--- config.mk ---
export PLATFORM = sky130hd
export DESIGN_NAME = gpu_wback_ctl
export DESIGN_NICKNAME = d
export VERILOG_FILES = /design/src/rtl/gpu_wb_pkg.sv /design/src/rtl/gpu_wb_ldq.sv /design/src/rtl/gpu_wback_ctl.sv
export SDC_FILE = /design/constraint.sdc
export NUM_CORES = 1
export LEC_CHECK = 0
export ABC_AREA = 1
export BUFFER_PORTS_ARGS = -buffer_cell sky130_fd_sc_hd__buf_4
export CORE_ASPECT_RATIO = 0.6
export CORE_MARGIN = 1.5
export CORE_UTILIZATION = 45
export CTS_CLUSTER_DIAMETER = 100
export DETAILED_ROUTE_END_ITERATION = 7
export HOLD_SLACK_MARGIN = 0.1
export PLACE_DENSITY_LB_ADDON = 0.25
export SYNTH_ARGS = -nofsm -noshare
export SYNTH_HDL_FRONTEND = slang
export SYNTH_SLANG_ARGS = --single-unit
--- constraint.sdc ---
create_clock -name clk -period 7.25 [get_ports clk]
set_clock_uncertainty 0.2 [all_clocks]
set_input_delay 0.3625 -clock clk [delete_from_list [all_inputs] [get_ports clk]]
set_output_delay 0.3625 -clock clk [all_outputs]
set_load 0.03 [all_outputs]
--- src/rtl/gpu_wb_pkg.sv ---
// gpu_wb_pkg: shared widths, types and defaults for the GPU/DSP write-back
// controller (gpu_wback_ctl) and its pending-load queue (gpu_wb_ldq).
//   REG_AW        register address width {bank,reg}
//   REG_DW        register data width
//   LDQ_DEPTH_DEF default number of outstanding loads
package gpu_wb_pkg;

   localparam int unsigned REG_AW        = 6;
   localparam int unsigned REG_DW        = 32;
   localparam int unsigned LDQ_DEPTH_DEF = 2;
   localparam int unsigned SB_ENTRIES    = 1 << REG_AW;

   typedef logic [REG_AW-1:0] reg_addr_t;
   typedef logic [REG_DW-1:0] reg_data_t;

endpackage

--- src/rtl/gpu_wb_ldq.sv ---
// gpu_wb_ldq: synchronous FIFO of pending load destination addresses.
// Ports:
//   clk, reset  clock, asynchronous active-high reset (empties the queue)
//   push, din   enqueue din; caller only asserts push when the slot is free
//               (not full, or a pop happens in the same cycle)
//   pop         dequeue head; caller only asserts pop when not empty
//   head        oldest entry (valid when !empty)
//   full, empty occupancy flags
module gpu_wb_ldq
   import gpu_wb_pkg::*;
#(
   parameter int unsigned DEPTH = LDQ_DEPTH_DEF
) (
   input  logic      clk,
   input  logic      reset,
   input  logic      push,
   input  reg_addr_t din,
   input  logic      pop,
   output reg_addr_t head,
   output logic      full,
   output logic      empty
);

   localparam int unsigned PW = $clog2(DEPTH);

   logic [PW-1:0] wr_ptr;
   logic [PW-1:0] rd_ptr;
   logic [PW:0]   count;
   reg_addr_t     mem [DEPTH];

   // Pointers wrap naturally at the power-of-two depth.
   always_ff @(posedge clk or posedge reset) begin
      if (reset) begin
         wr_ptr <= '0;
         rd_ptr <= '0;
         count  <= '0;
      end else begin
         if (push) wr_ptr <= wr_ptr + PW'(1);
         if (pop)  rd_ptr <= rd_ptr + PW'(1);
         if (push && !pop)
            count <= count + (PW+1)'(1);
         else if (pop && !push)
            count <= count - (PW+1)'(1);
      end
   end

   // Storage needs no reset: the pointers define which entries are live.
   // When full with push+pop, wr_ptr == rd_ptr: head is read before the edge
   // and the same slot is overwritten at it.
   always_ff @(posedge clk) begin
      if (push) mem[wr_ptr] <= din;
   end

   assign head  = mem[rd_ptr];
   assign full  = (count == (PW+1)'(DEPTH));
   assign empty = (count == '0);

endmodule

--- src/rtl/gpu_wback_ctl.sv ---
// gpu_wback_ctl: write-back controller for the GPU/DSP register file.
// ALU results leave on the dst write port, returning load data on the src
// write port. A 64-entry scoreboard of pending load targets drives hazard.
// Ports:
//   clk, reset           clock, asynchronous active-high reset
//   alu_we/alu_wa/alu_wd ALU result (registered onto dst port next cycle)
//   ld_issue/ld_wa       load issued, destination recorded
//   mem_valid/mem_data   load data returning in issue order
//   q_srca/q_dsta        decode-stage register queries
//   hazard               pending load on q_srca or q_dsta (combinational)
//   ld_full              queue holds LDQ_DEPTH entries
//   err                  sticky overflow / underflow / double-pending issue
//   dsta/dstwd/dstrwen_n dst write port (enable active low)
//   srca/srcwd/srcrwen_n src write port (enable active low)
//   byp_hit/byp_data     only with GPU_WB_BYPASS_EN: returning load data
//                        forwarded to decode when head matches q_srca
// Configuration macro: GPU_WB_BYPASS_EN
module gpu_wback_ctl
   import gpu_wb_pkg::*;
#(
   parameter int unsigned LDQ_DEPTH = LDQ_DEPTH_DEF
) (
   input  logic              clk,
   input  logic              reset,
   input  logic              alu_we,
   input  logic [REG_AW-1:0] alu_wa,
   input  logic [REG_DW-1:0] alu_wd,
   input  logic              ld_issue,
   input  logic [REG_AW-1:0] ld_wa,
   input  logic              mem_valid,
   input  logic [REG_DW-1:0] mem_data,
   input  logic [REG_AW-1:0] q_srca,
   input  logic [REG_AW-1:0] q_dsta,
   output logic              hazard,
   output logic              ld_full,
   output logic              err,
   output logic [REG_AW-1:0] dsta,
   output logic [REG_DW-1:0] dstwd,
   output logic              dstrwen_n,
   output logic [REG_AW-1:0] srca,
   output logic [REG_DW-1:0] srcwd,
   output logic              srcrwen_n
`ifdef GPU_WB_BYPASS_EN
   ,
   output logic              byp_hit,
   output logic [REG_DW-1:0] byp_data
`endif
);

   logic [SB_ENTRIES-1:0] sb;
   logic [SB_ENTRIES-1:0] sb_n;
   reg_addr_t             q_head;
   logic                  q_full;
   logic                  q_empty;
   logic                  pop_ok;
   logic                  push_ok;
   logic                  err_ovf;
   logic                  err_unf;
   logic                  err_dbl;
   logic                  src_mask;

   // A pop frees a slot in the same cycle, so a push into a full queue is
   // legal when accompanied by a pop.
   assign pop_ok  = mem_valid & ~q_empty;
   assign push_ok = ld_issue & (~q_full | pop_ok);

   gpu_wb_ldq #(
      .DEPTH (LDQ_DEPTH)
   ) u_ldq (
      .clk   (clk),
      .reset (reset),
      .push  (push_ok),
      .din   (ld_wa),
      .pop   (pop_ok),
      .head  (q_head),
      .full  (q_full),
      .empty (q_empty)
   );

   assign ld_full = q_full;

   // Clear first, then set: a push and pop of the same address leaves the
   // bit set for the newly queued load.
   always_comb begin
      sb_n = sb;
      if (pop_ok)  sb_n[q_head] = 1'b0;
      if (push_ok) sb_n[ld_wa]  = 1'b1;
   end

   assign err_ovf = ld_issue & q_full & ~pop_ok;
   assign err_unf = mem_valid & q_empty;
   // An issue to an address whose pending entry is popping this same cycle
   // is a plain replacement, not a double-pending load.
   assign err_dbl = ld_issue & sb[ld_wa] & ~(pop_ok & (q_head == ld_wa));

   always_ff @(posedge clk or posedge reset) begin
      if (reset) begin
         sb  <= '0;
         err <= 1'b0;
      end else begin
         sb <= sb_n;
         if (err_ovf | err_unf | err_dbl) err <= 1'b1;
      end
   end

   // Register-file write ports; address/data hold between writes.
   always_ff @(posedge clk or posedge reset) begin
      if (reset) begin
         dstrwen_n <= 1'b1;
         dsta      <= '0;
         dstwd     <= '0;
         srcrwen_n <= 1'b1;
         srca      <= '0;
         srcwd     <= '0;
      end else begin
         dstrwen_n <= ~alu_we;
         if (alu_we) begin
            dsta  <= alu_wa;
            dstwd <= alu_wd;
         end
         srcrwen_n <= ~pop_ok;
         if (pop_ok) begin
            srca  <= q_head;
            srcwd <= mem_data;
         end
      end
   end

`ifdef GPU_WB_BYPASS_EN
   assign byp_hit  = pop_ok & (q_head == q_srca);
   assign byp_data = mem_data;
   assign src_mask = byp_hit;
`else
   assign src_mask = 1'b0;
`endif

   assign hazard = (sb[q_srca] & ~src_mask) | sb[q_dsta];

endmodule

# Word-level counts from Yosys, hierarchy flattened
# Memory sizes are Yosys's and may differ from the RTL's.
# Cells that the tools add are included.
[totals]
ff_bits = 147
elab_cells = 68
out_inout_bits = 81
mem_bits_rw = 12
memories = 1
input_bits = 93
[memory_table]
columns = ["name", "words", "width", "read_ports", "rd_ports_with_merged_regs", "wr", "line_no", "source"]
rows = [
  ["u_ldq.mem", 2, 6, 1, 0, 1, "gpu_wb_ldq.sv:29", "reg_addr_t mem [DEPTH];"],
]
[op_classes]
n_bitwise = 20
n_eq_ne = 2
n_addsub = 4
order_cmp = 6
reduce_logical = 8
mux = 16
[op_table]
columns = ["operator", "n"]
rows = [
  ["$mux W64", 2],
  ["$and A64 B64 Y64", 1],
  ["$not A64 Y64", 1],
  ["$or A64 B64 Y64", 1],
  ["$lt A6 B7 Y1 const B", 4],
  ["$bmux W1 S6", 3],
  ["$demux W1 S6", 2],
  ["$ge A6 B1 Y1 const B", 2],
  ["$and A1 B1 Y1", 8],
  ["$mux W1", 7],
  ["$eq A6 B6 Y1", 1],
  ["$not A1 Y1", 5],
  ["$logic_and A1 B1 Y1", 4],
  ["$mux W2", 2],
  ["$or A1 B1 Y1", 4],
  ["$add A1 B1 Y1 const B", 2],
  ["$add A2 B1 Y2 const B", 1],
  ["$eq A2 B2 Y1 const B", 1],
  ["$logic_not A1 Y1", 2],
  ["$logic_not A2 Y1", 1],
  ["$reduce_bool A2 Y1", 1],
  ["$sub A2 B1 Y2 const B", 1],
]

# Depth between registers and ports, before layout
# An unclocked memory read counts as a cell.
[logic_depth]
word_depth = 10
mapped_depth = 15
ltp_nobuf = 13

# Hierarchy
# From an unflattened synthesis, not the netlist that was laid out.
[unflattened]
cells_unflattened = 1133
area_unflattened_um2 = 8338.0
[by_module_without_submodules]
columns = ["module", "seq_area_each_um2", "cells_each", "n_inst", "area_each_um2"]
rows = [
  ["gpu_wback_ctl", 3580.9, 1088, 1, 7666.1],
  ["gpu_wb_ldq", 460.4, 45, 1, 671.9],
]

# Worst setup path after synthesis
# No wires, ideal clock.
[synth_path]
kind = "register to register"
start = "register u_ldq.count[0]"
end = "register u_ldq.count[1]"
path_slack_ps = 5062
stages_incl_launch_ff = 9
t_required_ps = 6919
arrival_time_ps = 1857
path_buffers = 0
cell_sequence = "dfrtp_1 > nor2_1 > nand2_1 > nand2_1 > inv_2 > ha_1 > a21oi_1 > o21ai_0 > xor2_1"
[synth_between]
word_cells_on_any_way = 16
[synth_rtl]
columns = ["item", "line_no", "source"]
rows = [
  ["start: declaration", "gpu_wb_ldq.sv:28", "logic [PW:0] count;"],
  ["start signal: assignment", "gpu_wb_ldq.sv:41", "count <= count + (PW+1)'(1);"],
  ["start signal: assignment", "gpu_wb_ldq.sv:43", "count <= count - (PW+1)'(1);"],
  ["$eq A2 B2 Y1 *", "gpu_wb_ldq.sv:55", "assign full = (count == (PW+1)'(DEPTH));"],
  ["named net ld_full", "gpu_wback_ctl.sv:35", "output logic ld_full,"],
  ["$not A1 Y1 *", "gpu_wback_ctl.sv:65", "assign push_ok = ld_issue & (~q_full | pop_ok);"],
  ["$or A1 B1 Y1 *", "gpu_wback_ctl.sv:65", ""],
  ["$and A1 B1 Y1 *", "gpu_wback_ctl.sv:65", ""],
  ["named net push_ok", "gpu_wback_ctl.sv:56", "logic push_ok;"],
  ["$logic_not A1 Y1", "gpu_wb_ldq.sv:42", "else if (pop && !push)"],
  ["$logic_and A1 B1 Y1", "gpu_wb_ldq.sv:42", ""],
  ["$reduce_bool A2 Y1 (no source line)", "n/a", ""],
]
# The timed path passes the listed nets; every way through them passes the cells marked *. The select of a mux whose other input is x is not followed.
# A chain may end at the register's enable or synchronous reset.

# Final worst setup path
[layout_path]
start = "register u_ldq.count[0]"
end = "register u_ldq.count[1]"
[layout_between]
elab_chain_len = 8
word_cells_on_any_way = 16
[layout_rtl]
columns = ["item", "line_no", "source"]
rows = [
  ["$logic_not A2 Y1", "gpu_wb_ldq.sv:56", "assign empty = (count == '0);"],
  ["$not A1 Y1", "gpu_wback_ctl.sv:64", "assign pop_ok = mem_valid & ~q_empty;"],
  ["$and A1 B1 Y1", "gpu_wback_ctl.sv:64", ""],
  ["$or A1 B1 Y1", "gpu_wback_ctl.sv:65", ""],
  ["$and A1 B1 Y1", "gpu_wback_ctl.sv:65", ""],
  ["$logic_not A1 Y1", "gpu_wb_ldq.sv:42", ""],
  ["$logic_and A1 B1 Y1", "gpu_wb_ldq.sv:42", ""],
  ["$reduce_bool A2 Y1 (no source line)", "n/a", ""],
]
# Several ways; a longest one is shown, not always the timed one. The select of a mux whose other input is x is not followed.

==> flow_summary.ini <==
[run_status]
status = finished, final reports clean

[detailed_routing]
ant_nets = 0
drc_errors = 0
viasPerCell = 5.49
avgRoutedWirePerCell_um = 18.6
drt_iter0_drc = 1153
routed_wirelength_um = 29900
first_pass_iters = 7
via_count = 8801

[critical_path]
critPathCaptureType = register
worst_ep_required_time_ns = 7.34
crit_fanout = 46
start_kind = register
arrival_ns = 3.39
crit_type = register to register

[grt]
met3_usage_pct = 11.2
grt_max_degree = 75
grt.met2_usage_pct = 45.1
grtUsageMet1_pct = 44.9
grt_pass1_wl_um = 46600
grt_pass1_vias = 8385
grtUsageTotal_pct = 31.8
overflow = 0
antenna_found_initial = 0
grt_busiest_layer = met2

[clock_network]
cts_max_path_buffers = 2
clk_pin_slew_ns = 0.06
cts_tree = built
h-tree-depth = 4
clock-sinks = 159
clock_latency_ns = 0.43
cts_root_buf = clkbuf_16
cts_made_buffers = 17

[timing]
tns_ns = 0
worst_pin_slew_ns = 1.22
post-route-period-util_pct = 45.5
setup_viol = 0
rsz0062_at_grt = false
timing.hold.ws_ns = 0.126
fmax_mhz = 303
report.final.hold_viol_count = 0
relSlewSlack_pct = 18.5
slew_viol_final = 0
fin_crit_ns = 3.30

[final_layout]
fin_area_mm2 = 0.0110
synthToLayoutAreaGrowth_pct = 30.8
num_antenna_cells = 0
final_nets = 1448
final_cell_count_no_fill = 1604
final_layout_size_suffix_gt1_share_pct = 17.8

[floorplan]
die_area_mm2 = 0.0195
rows = 38
coreArea_mm2 = 0.0182
pin_count = 174
start_util_pct = 46.2
die_width_um = 179
fp.dieH_um = 109

[power]
ir_drop_uv = 200
leakage_uw = 0.00545
powerDensity_mw_per_mm2 = 343

[hold_path]
hold_path.class = input port to register

[place]
place_inst = 1500
numPortBuffers = 173
dp_hpwl_um = 19600
dpl-instance-area_mm2 = 0.00972
gp_congestion = 0.948

[synth]
netlist-cell-type-count = 31
synth_area_per_cell_um2 = 7.35
syn_inst = 1141
synth-seq-cells = 159
synth.net_count = 1235
synth_seq_area_share_pct = 48.2
yosysWarnings = 0
syn_area_mm2 = 0.00839

[job]
maxCapViolations = 0
-- Yosys cell counts --
| master | instances | share of area, % |
|---|---|---|
| nand2_1 | 545 | 24 |
| dfrtp_1 | 145 | 43 |
| o21ai_1 | 112 | 6.7 |
| nand3_1 | 110 | 6.6 |
| inv_1 | 31 | 1.4 |
| o21ai_0 | 29 | 1.7 |
| buf_2 | 28 | 1.7 |
| nand4_1 | 16 | 1.2 |
| nor2_1 | 16 | 0.72 |
| clkbuf_1 | 14 | 0.63 |
| inv_2 | 14 | 0.63 |
| edfxtp_1 | 12 | 4.3 |
| buf_4 | 9 | 0.81 |
| nand4_2 | 8 | 1.2 |
| nor3_1 | 8 | 0.48 |
| a21oi_1 | 7 | 0.42 |
| nand2_2 | 6 | 0.45 |
| nor2_4 | 5 | 0.67 |
| xor2_1 | 5 | 0.52 |
| nand3_2 | 4 | 0.48 |
| buf_1 | 3 | 0.13 |
| dfstp_2 | 2 | 0.63 |
| inv_4 | 2 | 0.15 |
| o22ai_1 | 2 | 0.15 |
| o31ai_1 | 2 | 0.18 |
| a21oi_2 | 1 | 0.10 |
| buf_6 | 1 | 0.13 |
| clkinv_1 | 1 | 0.045 |
| ha_1 | 1 | 0.15 |
| nor2_2 | 1 | 0.075 |
| xnor2_1 | 1 | 0.10 |
-- logic make-up after synthesis --
group	count (synthesis)	share of synthesized area [%]
simple gates	719	36.2
flops	159	48.2
compound gates	153	9.26
buf+inv	103	5.58
xor+xnor	6	0.626
fa+ha+maj	1	0.149
-- per-stage QoR --
step                      power, uW  setup WS (ns)  utilization, %
after floorplan                2380           2.74               -
after global placement         2870           3.92            53.5
after detailed placement       2900           3.93            53.5
after CTS                      3730           3.96            60.4
after global routing           3990           3.71            60.4
final                          3760           3.95            60.4
-- per-layer routing --
layer / vias to the layer above / wire length, um
li1: 4133 / -
met1: 4039 / 12900
met2: 542 / 12300
met3: 87 / 3820
met4: 0 / 855
met5: - / 0
-- flip-flops by register name, indices dropped and copies added, names as in the netlist --
name,cells
srca,6
u_ldq.mem,12
u_ldq.rd_ptr,1
dstrwen_n,1
sb,64
dstwd,32
dsta,6
u_ldq.wr_ptr,1
srcwd,32
srcrwen_n,1
err,1
u_ldq.count,2
-- cell usage in the layout, fill, tap and decap left out, types with 2 or more instances in the layout --
master           n
clkinvlp_4       2
o31ai_1          2
nor2_4           5
dfstp_2          2
clkbuf_1         4
nand4_1         16
nand4_2          8
inv_1           30
nand3_2          4
o21ai_1        112
o21ai_0         29
clkinv_2         4
dfrtp_1        145
nand3_1        110
inv_2           14
clkbuf_16       17
o22ai_1          2
edfxtp_1        12
nand2_2          6
a21oi_1          7
nand2_1        545
nor2_1          16
dlygate4sd3_1   75
inv_4            2
buf_4          174
nor3_1           8
xor2_1           5
-- what timing repair did --
| item | CTS | global route |
|---|---|---|
| hold buffers | 75 | 0 |
| endpoints found under the setup margin | 0 | 0 |
| gates resized for setup | 0 | 0 |
| hold endpoints to repair | 149 | 0 |
| buffers inserted | 0 | 0 |
-- layout make-up --
type	instances	area [um^2]
inverters	48	190
repair buffers	249	2060
well taps	240	300
flip-flops and latches	159	4040
clock inverters	7	43.8
fillers	1627	7190
clock buffers	22	454
multi-input cells	879	3890
-- where the power goes --
group / switching, uW / total, uW / internal, uW
clock network: 359 / 797 / 439
registers: 279 / 1470 / 1200
logic: 979 / 1490 / 511
total: 1620 / 3760 / 2150
-- final timing paths --
| kind | start | cells after the start | slack [ns] | to |
|---|---|---|---|---|
| max in group asynchronous | reset | 4 | 4.97 | sb[23] |
| hold reg to reg | srcwd[29] | 2 | 0.27 | srcwd[29] |
| setup reg to reg | u_ldq.count[0] | 7 | 3.95 | u_ldq.count[1] |
| hold / removal | mem_valid | 5 | 0.13 | err |
| min in group asynchronous | reset | 3 | 0.42 | dstwd[16] |
| setup / recovery | u_ldq.count[0] | 7 | 3.95 | u_ldq.count[1] |
-- worst max-delay path, stage by stage (launching register included) --
cell	delay (ns)
dfrtp_1	0.39
inv_2	0.07
a21oi_4	0.94
inv_2	0.66
ha_1	0.51
a21oi_1	0.12
o21ai_0	0.11
xor2_1	0.16
No activity file was read; power rests on OpenSTA's default activity.
